### src/rtl/mem_pkg.sv
// Shared types for the RAM command-port arbiter: owner and FSM encodings,
// default bus widths and a helper that maps an owner onto per-port strobes.
package mem_pkg;

  localparam int ADDR_W_DEF = 24;  // {page[7:0], addr[15:0]}
  localparam int DATA_W_DEF = 32;

  // Bit positions of the two requesters in the per-port strobe vectors
  localparam int PORT_FETCH = 0;
  localparam int PORT_EXEC  = 1;

  typedef enum logic [1:0] {
    NONE  = 2'd0,
    FETCH = 2'd1,
    EXEC  = 2'd2
  } owner_t;

  typedef enum logic [1:0] {
    IDLE  = 2'd0,
    ISSUE = 2'd1,
    WAIT  = 2'd2
  } state_t;

  // One-hot port select for the current owner; NONE selects nobody.
  function automatic logic [1:0] owner_sel(owner_t o);
    logic [1:0] sel;
    sel = 2'b00;
    sel[PORT_FETCH] = (o == FETCH);
    sel[PORT_EXEC]  = (o == EXEC);
    return sel;
  endfunction

endpackage

### src/rtl/arb_watchdog.sv
// Transaction watchdog: counts enabled cycles since the last clear and flags
// expiry on the cycle that would make the count reach TIMEOUT.
module arb_watchdog #(
  parameter int TIMEOUT = 255,
  parameter int CNT_W   = $clog2(TIMEOUT + 1)
) (
  input  logic clk,
  input  logic rst,
  input  logic clear,
  input  logic enable,
  output logic expire
);

  logic [CNT_W-1:0] count_reg;

  // Cycle counter; clear has priority so a fresh transaction always starts at 0
  always_ff @(posedge clk or posedge rst) begin
    if (rst) begin
      count_reg <= '0;
    end else if (clear) begin
      count_reg <= '0;
    end else if (enable) begin
      count_reg <= count_reg + CNT_W'(1);
    end
  end

  // Expires on the TIMEOUT-th enabled cycle after the clear
  assign expire = enable && (count_reg == CNT_W'(TIMEOUT - 1));

endmodule

### src/rtl/mem_arbiter.sv
// Two-requester arbiter for the single RAM command port. Execute has fixed
// priority over fetch, with a starvation counter that forces a fetch grant
// after STARVE_MAX consecutive losses. One transaction in flight at a time,
// guarded by a watchdog that aborts a RAM that never reports completion.
module mem_arbiter
  import mem_pkg::*;
#(
  parameter int ADDR_W     = ADDR_W_DEF,
  parameter int DATA_W     = DATA_W_DEF,
  parameter int STARVE_MAX = 4,
  parameter int TIMEOUT    = 255
) (
  input  logic              clk,
  input  logic              rst,
  // fetch requester (read only)
  input  logic              f_req,
  input  logic [ADDR_W-1:0] f_addr,
  output logic              f_cack,
  output logic              f_ready,
  output logic [DATA_W-1:0] f_rdata,
  output logic              f_busy,
  // execute requester (read/write)
  input  logic              e_req,
  input  logic              e_we,
  input  logic [ADDR_W-1:0] e_addr,
  input  logic [DATA_W-1:0] e_wdata,
  output logic              e_cack,
  output logic              e_ready,
  output logic [DATA_W-1:0] e_rdata,
  output logic              e_busy,
  // RAM controller
  output logic              m_req,
  output logic              m_we,
  output logic [ADDR_W-1:0] m_addr,
  output logic [DATA_W-1:0] m_wdata,
  input  logic              m_busy,
  input  logic              m_cack,
  input  logic              m_ready,
  input  logic [DATA_W-1:0] m_rdata,
  output logic              err
);

  localparam int STARVE_W = $clog2(STARVE_MAX + 1);

  state_t              state_reg, state_next;
  owner_t              owner_reg, owner_next;
  logic [STARVE_W-1:0] starve_reg, starve_next;
  logic                m_req_reg, m_req_next;
  logic                m_we_reg, m_we_next;
  logic [ADDR_W-1:0]   m_addr_reg, m_addr_next;
  logic [DATA_W-1:0]   m_wdata_reg, m_wdata_next;
  logic [1:0]          cack_reg, cack_next;
  logic [1:0]          ready_reg, ready_next;
  logic                err_reg, err_next;

  logic                grant;
  logic                fetch_wins;
  logic                starved;
  logic                rdata_zero;
  logic                wd_clear;
  logic                wd_enable;
  logic                wd_expire;

  // Arbitration decision, evaluated only while the port is free
  assign starved    = (starve_reg == STARVE_W'(STARVE_MAX));
  assign fetch_wins = f_req && (starved || !e_req);
  assign grant      = (state_reg == IDLE) && !m_busy && (f_req || e_req);

  arb_watchdog #(
    .TIMEOUT (TIMEOUT)
  ) u_watchdog (
    .clk    (clk),
    .rst    (rst),
    .clear  (wd_clear),
    .enable (wd_enable),
    .expire (wd_expire)
  );

  // Next-state and registered-output logic for the IDLE/ISSUE/WAIT sequencer
  always_comb begin
    state_next   = state_reg;
    owner_next   = owner_reg;
    starve_next  = starve_reg;
    m_req_next   = m_req_reg;
    m_we_next    = m_we_reg;
    m_addr_next  = m_addr_reg;
    m_wdata_next = m_wdata_reg;
    cack_next    = 2'b00;
    ready_next   = 2'b00;
    err_next     = 1'b0;
    rdata_zero   = 1'b0;
    wd_clear     = 1'b0;
    wd_enable    = 1'b0;

    case (state_reg)
      IDLE: begin
        if (grant) begin
          state_next = ISSUE;
          m_req_next = 1'b1;
          if (fetch_wins) begin
            owner_next   = FETCH;
            m_we_next    = 1'b0;
            m_addr_next  = f_addr;
            m_wdata_next = '0;
            starve_next  = '0;
          end else begin
            owner_next   = EXEC;
            m_we_next    = e_we;
            m_addr_next  = e_addr;
            m_wdata_next = e_wdata;
            // fetch lost while asking: count it, saturating at the limit
            if (f_req && !starved) begin
              starve_next = starve_reg + STARVE_W'(1);
            end
          end
        end
      end

      ISSUE: begin
        // keep the watchdog parked at zero until the command is accepted
        wd_clear = 1'b1;
        if (m_cack) begin
          m_req_next = 1'b0;
          cack_next  = owner_sel(owner_reg);
          if (m_ready) begin
            // zero-latency RAM: command and completion in the same cycle
            ready_next = owner_sel(owner_reg);
            owner_next = NONE;
            state_next = IDLE;
          end else begin
            state_next = WAIT;
          end
        end
      end

      WAIT: begin
        if (m_ready) begin
          ready_next = owner_sel(owner_reg);
          owner_next = NONE;
          state_next = IDLE;
        end else begin
          wd_enable = 1'b1;
          if (wd_expire) begin
            // abandon the hung transaction; owner sees ready with zero data
            err_next   = 1'b1;
            ready_next = owner_sel(owner_reg);
            rdata_zero = 1'b1;
            owner_next = NONE;
            state_next = IDLE;
          end
        end
      end

      default: begin
        state_next = IDLE;
        owner_next = NONE;
        m_req_next = 1'b0;
      end
    endcase
  end

  // State and command/strobe registers
  always_ff @(posedge clk or posedge rst) begin
    if (rst) begin
      state_reg   <= IDLE;
      owner_reg   <= NONE;
      starve_reg  <= '0;
      m_req_reg   <= 1'b0;
      m_we_reg    <= 1'b0;
      m_addr_reg  <= '0;
      m_wdata_reg <= '0;
      cack_reg    <= 2'b00;
      ready_reg   <= 2'b00;
      err_reg     <= 1'b0;
    end else begin
      state_reg   <= state_next;
      owner_reg   <= owner_next;
      starve_reg  <= starve_next;
      m_req_reg   <= m_req_next;
      m_we_reg    <= m_we_next;
      m_addr_reg  <= m_addr_next;
      m_wdata_reg <= m_wdata_next;
      cack_reg    <= cack_next;
      ready_reg   <= ready_next;
      err_reg     <= err_next;
    end
  end

  // Per-port read data holding registers
  generate
    for (genvar gi = 0; gi < 2; gi++) begin : g_port
      logic [DATA_W-1:0] rdata_reg;

      // Load only when this port is completed, so the other port keeps its data
      always_ff @(posedge clk or posedge rst) begin
        if (rst) begin
          rdata_reg <= '0;
        end else if (ready_next[gi]) begin
          rdata_reg <= rdata_zero ? '0 : m_rdata;
        end
      end
    end
  endgenerate

  assign m_req   = m_req_reg;
  assign m_we    = m_we_reg;
  assign m_addr  = m_addr_reg;
  assign m_wdata = m_wdata_reg;
  assign err     = err_reg;

  assign f_cack  = cack_reg[PORT_FETCH];
  assign f_ready = ready_reg[PORT_FETCH];
  assign f_rdata = g_port[0].rdata_reg;
  assign e_cack  = cack_reg[PORT_EXEC];
  assign e_ready = ready_reg[PORT_EXEC];
  assign e_rdata = g_port[1].rdata_reg;

  // Fetch is told to wait whenever the port is in use or execute takes it now
  assign f_busy = (state_reg != IDLE) || (grant && !fetch_wins);
  assign e_busy = (owner_reg == FETCH);

endmodule

### config.mk
export PLATFORM = sky130hd
export DESIGN_NAME = mem_arbiter
export DESIGN_NICKNAME = d
export VERILOG_FILES = /design/src/rtl/mem_pkg.sv /design/src/rtl/arb_watchdog.sv /design/src/rtl/mem_arbiter.sv
export SDC_FILE = /design/constraint.sdc
export NUM_CORES = 1
export LEC_CHECK = 0
export CORE_ASPECT_RATIO = 0.8
export CORE_UTILIZATION = 47
export DETAILED_ROUTE_END_ITERATION = 12
export PLACE_DENSITY = 0.86
export REMOVE_ABC_BUFFERS = 1
export SKIP_LAST_GASP = 1
export SYNTH_ARGS = -nofsm -noshare
export SYNTH_HDL_FRONTEND = slang
export SYNTH_SLANG_ARGS = --single-unit
### constraint.sdc
create_clock -name clk -period 7 [get_ports clk]
set_clock_uncertainty 0.1 [all_clocks]
set_input_delay 1.05 -clock clk [delete_from_list [all_inputs] [get_ports clk]]
set_output_delay 1.05 -clock clk [all_outputs]
set_load 0.01 [all_outputs]
==> results of run 1 <==
-- worst min-delay path by stage --
stage	cells after the start	to	from
floorplan	1	starve_reg[2]	starve_reg[2]
global placement	2	m_wdata[15]	m_wdata[15]
detailed placement	2	m_wdata[11]	m_wdata[11]
CTS	2	m_wdata[11]	m_wdata[11]
global route	2	m_wdata[9]	m_wdata[9]
finish	2	m_wdata[11]	m_wdata[11]
-- final cells by class --
cell class,instances,share of cell area
Clock buffer,17,0.0446
Sequential cell,142,0.373
Clock inverter,15,0.0192
Timing Repair Buffer,252,0.264
Multi-Input combinational cell,348,0.272
Inverter,11,0.00486
Tap cell,175,0.0230
-- cell usage in the layout (no fill, tap or decap), types with 9 or more instances in the layout --
master,n
clkbuf_16,17
clkdlybuf4s50_1,248
dfrtp_1,142
inv_1,10
mux2_2,24
mux2_4,44
mux2i_1,24
nand2_1,100
nand3_1,33
nor2_1,9
nor2b_1,37
o21ai_0,29
-- logic make-up (layout without fill, tap and decap cells) --
| kind of cell | after synthesis | count (layout) | synth area share |
|---|---|---|---|
| AOI/OAI and AO/OA | 44 | 44 | 0.0415 |
| xor gates and xnor gates | 6 | 6 | 0.00829 |
| adders and majority gates | 8 | 8 | 0.0158 |
| buffers and inverters | 41 | 295 | 0.0326 |
| DFF | 142 | 142 | 0.561 |
| muxes | 92 | 92 | 0.185 |
| and+or+nand+nor | 198 | 198 | 0.156 |
-- layer usage --
| metal | up-vias | wire (microns) | GRT usage |
|---|---|---|---|
| li1 | 2271 | - | - |
| met2 | 162 | 8780 | 0.443 |
| met4 | 0 | 460 | 0.104 |
| met3 | 34 | 888 | 0.0808 |
| met5 | - | 0 | 0 |
| met1 | 2380 | 6500 | 0.280 |
-- power by group through the flow --
stage          Sequential (mW)  Combinational (mW)  Clock (mW)
2_1_floorplan             1.39               0.494           0
3_3_place_gp              1.26                1.33           0
3_5_place_dp              1.28                1.38           0
4_1_cts                   1.28                1.39       0.942
5_1_grt                   1.31                1.48       0.981
6_report                  1.28                1.38       0.929
-- stage by stage --
step | util | cells | power, mW
5_1_grt | 0.733 | 960 | 3.77
6_report | 0.733 | 960 | 3.58
4_1_cts | 0.733 | 960 | 3.61
3_3_place_gp | 0.686 | 928 | 2.60
2_1_floorplan | - | 501 | 1.88
3_5_place_dp | 0.686 | 928 | 2.66
-- worst min-delay path: stages (launching register included) --
cell     delay (ps)
dfrtp_1         340
nand2_1          50
nand2_1          50
==> impl_metrics.json, run 1 <==
{
  "firstDrtPassIters": 4,
  "syn_area_sq_mm": 0.00634,
  "fin_crit_sh": 0.673,
  "synth_edf_count": 0,
  "h-tree-depth": 4,
  "cp.depth": 6,
  "p_int_mw": 2.44,
  "grt_pass1_vias": 5155,
  "start_kind": "input port",
  "holdWs_ps": 363,
  "fp.dieW_microns": 132,
  "rrSetupSlack_ps": 3990,
  "stdcell_area_sq_mm": 0.00953,
  "seqCellArea_sq_mm": 0.00355,
  "p_sw_frac": 0.318,
  "netlist_top_cells_count": "dfrtp_1 (142), nand2_1 (101), mux2_4 (44)",
  "setup_slack_ps": 2290,
  "critPathArrivalTime_ps": 3560,
  "grt_max_degree": 86,
  "setup_viol": 0,
  "drt-vias-per-instance": 5.05,
  "antenna_found_initial": 0,
  "yosysTopAreaCell": "dfrtp_1",
  "fillerInstances": 838,
  "worst_pin_slew_ps": 1180,
  "drtAntennaViolNets": 0,
  "required_ps": 5850,
  "hold_violations": 0,
  "yosys_warnings": 0,
  "numClockSinks": 142,
  "finalSetupTns_ps": 0,
  "rr_endpoint": "f_rdata[31]",
  "status": "finished clean",
  "synthDistinctLibCells": 39,
  "rsz0062_at_grt": "no",
  "io_buffer_count": 248,
  "die_h_microns": 106,
  "clock_power_share": 0.259,
  "clockBufferDepth": 2,
  "drive_gt1_frac": 0.149,
  "ys_seq_area_frac": 0.561,
  "placementRows": 37,
  "syn2layout_area_growth_pct": 50.4,
  "synthFlopType": "dfrtp_1",
  "multi_input_area_sq_mm": 0.00259,
  "cts_buffers": 17,
  "hold_buffers": 0,
  "clk_latency_ps": 420,
  "slew_headroom": 0.214,
  "crit_path_max_fanout": 34,
  "post_dp_cell_area_sq_mm": 0.00892,
  "io_pins": 249,
  "min_path_type": "flop to flop",
  "dp_hpwl_microns": 11800,
  "clk_pin_slew_worst_paths_ps": 60,
  "syn_inst": 531,
  "track_usage": 0.251,
  "setup.worst_path.class": "input port to output pin",
  "synth_top_area_frac": 0.561,
  "timing.rr.start": "state_reg[1]",
  "cts_tree": "built",
  "end_kind": "output pin",
  "p_seq_frac": 0.356,
  "cp_slowest_cell": "o21a_1",
  "coreArea_sq_mm": 0.0130,
  "worstRegToRegCells": 6,
  "synthArstFlopShare": 1.00,
  "gp_congestion": 0.794,
  "cts_root_buf": "clkbuf_16",
  "num_vias": 4847,
  "nNetsFinal": 900,
  "peakVddDrop_mv": 0.214,
  "period_needed_ps": 4710,
  "synth_seq_cells": 142,
  "postCtsSetupRepairBufs": 0,
  "wl_per_cell_microns": 17.3,
  "synth_most_common_cell": "dfrtp_1",
  "remaining_drc_errors": 0,
  "first_iter_violations": 238,
  "cp-startpoint": "m_busy",
  "combPwrFrac": 0.384,
  "crit_family": "compound AO/OA/AOI/OAI gates",
  "fmax_mhz": 212,
  "slowest_delay_ps": 990,
  "diodes": 0,
  "timing.critical_path.buf_inv": 2,
  "gr-total-overflow": 0,
  "dp_slack_ps": 2310,
  "initial_core_util": 0.487,
  "die-area_sq_mm": 0.0140,
  "ys_top_cells_by_area": "dfrtp_1 (56%), mux2_4 (10%), nand2_1 (6.0%), mux2_2 (4.3%), mux2i_1 (3.8%)",
  "wl_microns": 16600,
  "final_max_slew_viol_count": 0,
  "cap_violations": 0,
  "grt_pass1_wl_microns": 26800,
  "syn_avg_cell_area_sq_um": 11.9,
  "p_per_area_mw_per_mm2": 376,
  "worstPathCellList": "clkdlybuf4s50_1, nor2b_1, o21a_1, nand2_1, nand2_1, clkdlybuf4s50_1",
  "post_cts_resized": 0,
  "p_leak_nw": 4.56,
  "endpoint": "f_busy",
  "power_switching_mw": 1.14
}
Note: power is estimated with default switching activity, not from simulation.
==> inputs of run 2 (changes only) <==
--- a/config.mk
+++ b/config.mk
@@ -6,9 +6,9 @@
 export NUM_CORES = 1
 export LEC_CHECK = 0
 export CORE_ASPECT_RATIO = 0.8
-export CORE_UTILIZATION = 47
+export CORE_UTILIZATION = 40
 export DETAILED_ROUTE_END_ITERATION = 12
-export PLACE_DENSITY = 0.86
+export PLACE_DENSITY = 0.77
 export REMOVE_ABC_BUFFERS = 1
 export SKIP_LAST_GASP = 1
 export SYNTH_ARGS = -nofsm -noshare
==> constraint.sdc (replaced) <==
create_clock -name clk -period 4.31 [get_ports clk]
set_clock_uncertainty 0.1 [all_clocks]
set_input_delay 0.6465 -clock clk [delete_from_list [all_inputs] [get_ports clk]]
set_output_delay 0.6465 -clock clk [all_outputs]
set_load 0.01 [all_outputs]
==> run 2 against run 1 <==
Effect of this change: sequential cell count unchanged; utilization down 10 points; via count down 0.76%; hold slack worse by 1.4 ps; clock-buffer cell count did not move; setup slack got worse by 1300 ps; largest power group unchanged; wire length fell by 0.71%; first-iteration DRC count is 26% lower; critical endpoint unchanged; sequential share of layout area shrank 0.25 points; final area increased by 0.68%; cell count rose by 3.8%.
==> impl_metrics.json, run 2 (synthesized netlist as in run 1, its figures left out) <==
{
  "hold_buffers": 0,
  "final_common_cell": "clkdlybuf4s50_1",
  "finalPower_mw": 5.79,
  "clock_power_share": 0.262,
  "required_ps": 3560,
  "crit_family": "buffers and inverters",
  "worstRegToRegCells": 6,
  "dp.cells": 964,
  "fmax_mhz": 305,
  "io_pins": 249,
  "diodes": 0,
  "remaining_drc_errors": 0,
  "dp_slack_ps": 982,
  "rrSetupSlack_ps": 1230,
  "cp.depth": 7,
  "worst_pin_slew_ps": 876,
  "stdcell_count": 996,
  "setup_viol": 0,
  "coreArea_sq_mm": 0.0153,
  "grt_pass1_vias": 5077,
  "timing.critical_path.buf_inv": 2,
  "io_buffer_count": 248,
  "post-route-util": 0.629,
  "clk_latency_ps": 410,
  "fin_crit_sh": 0.761,
  "postCtsSetupRepairBufs": 0,
  "num_vias": 4810,
  "p_int_mw": 3.97,
  "first_iter_violations": 176,
  "gr-total-overflow": 0,
  "p_per_area_mw_per_mm2": 603,
  "firstDrtPassIters": 4,
  "power_switching_mw": 1.82,
  "start_kind": "flop",
  "status": "finished clean",
  "endpoint": "f_busy",
  "period_needed_ps": 3280,
  "cts_tree": "built",
  "cpMostUsedCell": "nand2_1",
  "slowest_delay_ps": 530,
  "cts_root_buf": "clkbuf_16",
  "mostFrequentLayoutCells": "clkdlybuf4s50_1 (248), dfrtp_1 (142), nand2_1 (100)",
  "setup.worst_path.class": "flop to output pin",
  "end_kind": "output pin",
  "critPathArrivalTime_ps": 2540,
  "initial_core_util": 0.415,
  "placementRows": 40,
  "nNetsFinal": 901,
  "cap_violations": 0,
  "gp_congestion": 0.792,
  "wl_microns": 16500,
  "slew_headroom": 0.415,
  "worstPathCellList": "inv_1, ha_1, nor2b_1, o21a_1, nand2_1, nand2_1, clkdlybuf4s50_1",
  "crit_path_max_fanout": 6,
  "combPwrFrac": 0.381,
  "final_max_slew_viol_count": 0,
  "dp_hpwl_microns": 11600,
  "h-tree-depth": 4,
  "peakVddDrop_mv": 0.347,
  "grt_pass1_wl_microns": 26200,
  "antenna_found_initial": 0,
  "min_path_type": "flop to flop",
  "clockBufferDepth": 2,
  "p_leak_nw": 4.58,
  "drtAntennaViolNets": 0,
  "drt-vias-per-instance": 4.83,
  "timing.rr.start": "state_reg[1]",
  "syn2layout_area_growth_pct": 51.4,
  "grt_max_degree": 83,
  "drive_gt1_frac": 0.150,
  "post_cts_resized": 0,
  "clk_pin_slew_worst_paths_ps": 60,
  "fp.dieW_microns": 143,
  "cp-startpoint": "state_reg[1]",
  "setup_slack_ps": 1030,
  "wl_per_cell_microns": 16.6,
  "p_seq_frac": 0.358,
  "p_sw_frac": 0.314,
  "hold_violations": 0,
  "numClockSinks": 142,
  "rsz0062_at_grt": "no",
  "die_h_microns": 115,
  "die-area_sq_mm": 0.0164,
  "cp_slowest_cell": "clkdlybuf4s50_1",
  "rr_endpoint": "e_rdata[0]",
  "cts_buffers": 17,
  "track_usage": 0.210
}
[run 2: metrics by stage]
stage	TNS, ps	cell area (sq um)	hold slack, ps
floorplan	-34940	6170	351
global placement	0	8990	351
detailed placement	0	8990	355
CTS	0	9600	368
global route	0	9600	394
finish	0	9600	362
[run 2: layout make-up]
class	instances	area (sq um)
fill	1181	5670
tap	210	263
sequential	142	3550
timing repair buffer	253	2530
clock buffer	17	425
inverter	11	46.3
multi-input combinational	348	2590
clock inverter	15	184
[run 2: worst min path at each step]
stage | from | to | slack (ps) | depth (start not counted)
after global placement | m_wdata[9] | m_wdata[9] | 350 | 2
after floorplan | starve_reg[2] | starve_reg[2] | 350 | 1
after global routing | m_wdata[13] | m_wdata[13] | 390 | 2
final | m_wdata[8] | m_wdata[8] | 360 | 2
after CTS | m_wdata[30] | m_wdata[30] | 370 | 2
after detailed placement | m_wdata[30] | m_wdata[30] | 360 | 2
[run 2: routing by layer]
metal | track usage | routed length (microns)
met1 | 0.248 | 6900
met5 | 0 | 0
met4 | 0.0824 | 308
met3 | 0.0761 | 1410
met2 | 0.348 | 7890
[run 2: tightest hold or removal path: cells and delay by family, from the launching register on]
kind             cells  cell delay, ps
DFF                  1             340
and+or+nand+nor      2             100
[run 2: power groups by stage]
stage | clock network, mW | logic (mW) | registers, mW
global route | 1.62 | 2.37 | 2.13
floorplan | 0 | 0.802 | 2.25
finish | 1.52 | 2.20 | 2.07
global placement | 0 | 2.16 | 2.06
CTS | 1.55 | 2.23 | 2.08
detailed placement | 0 | 2.22 | 2.09
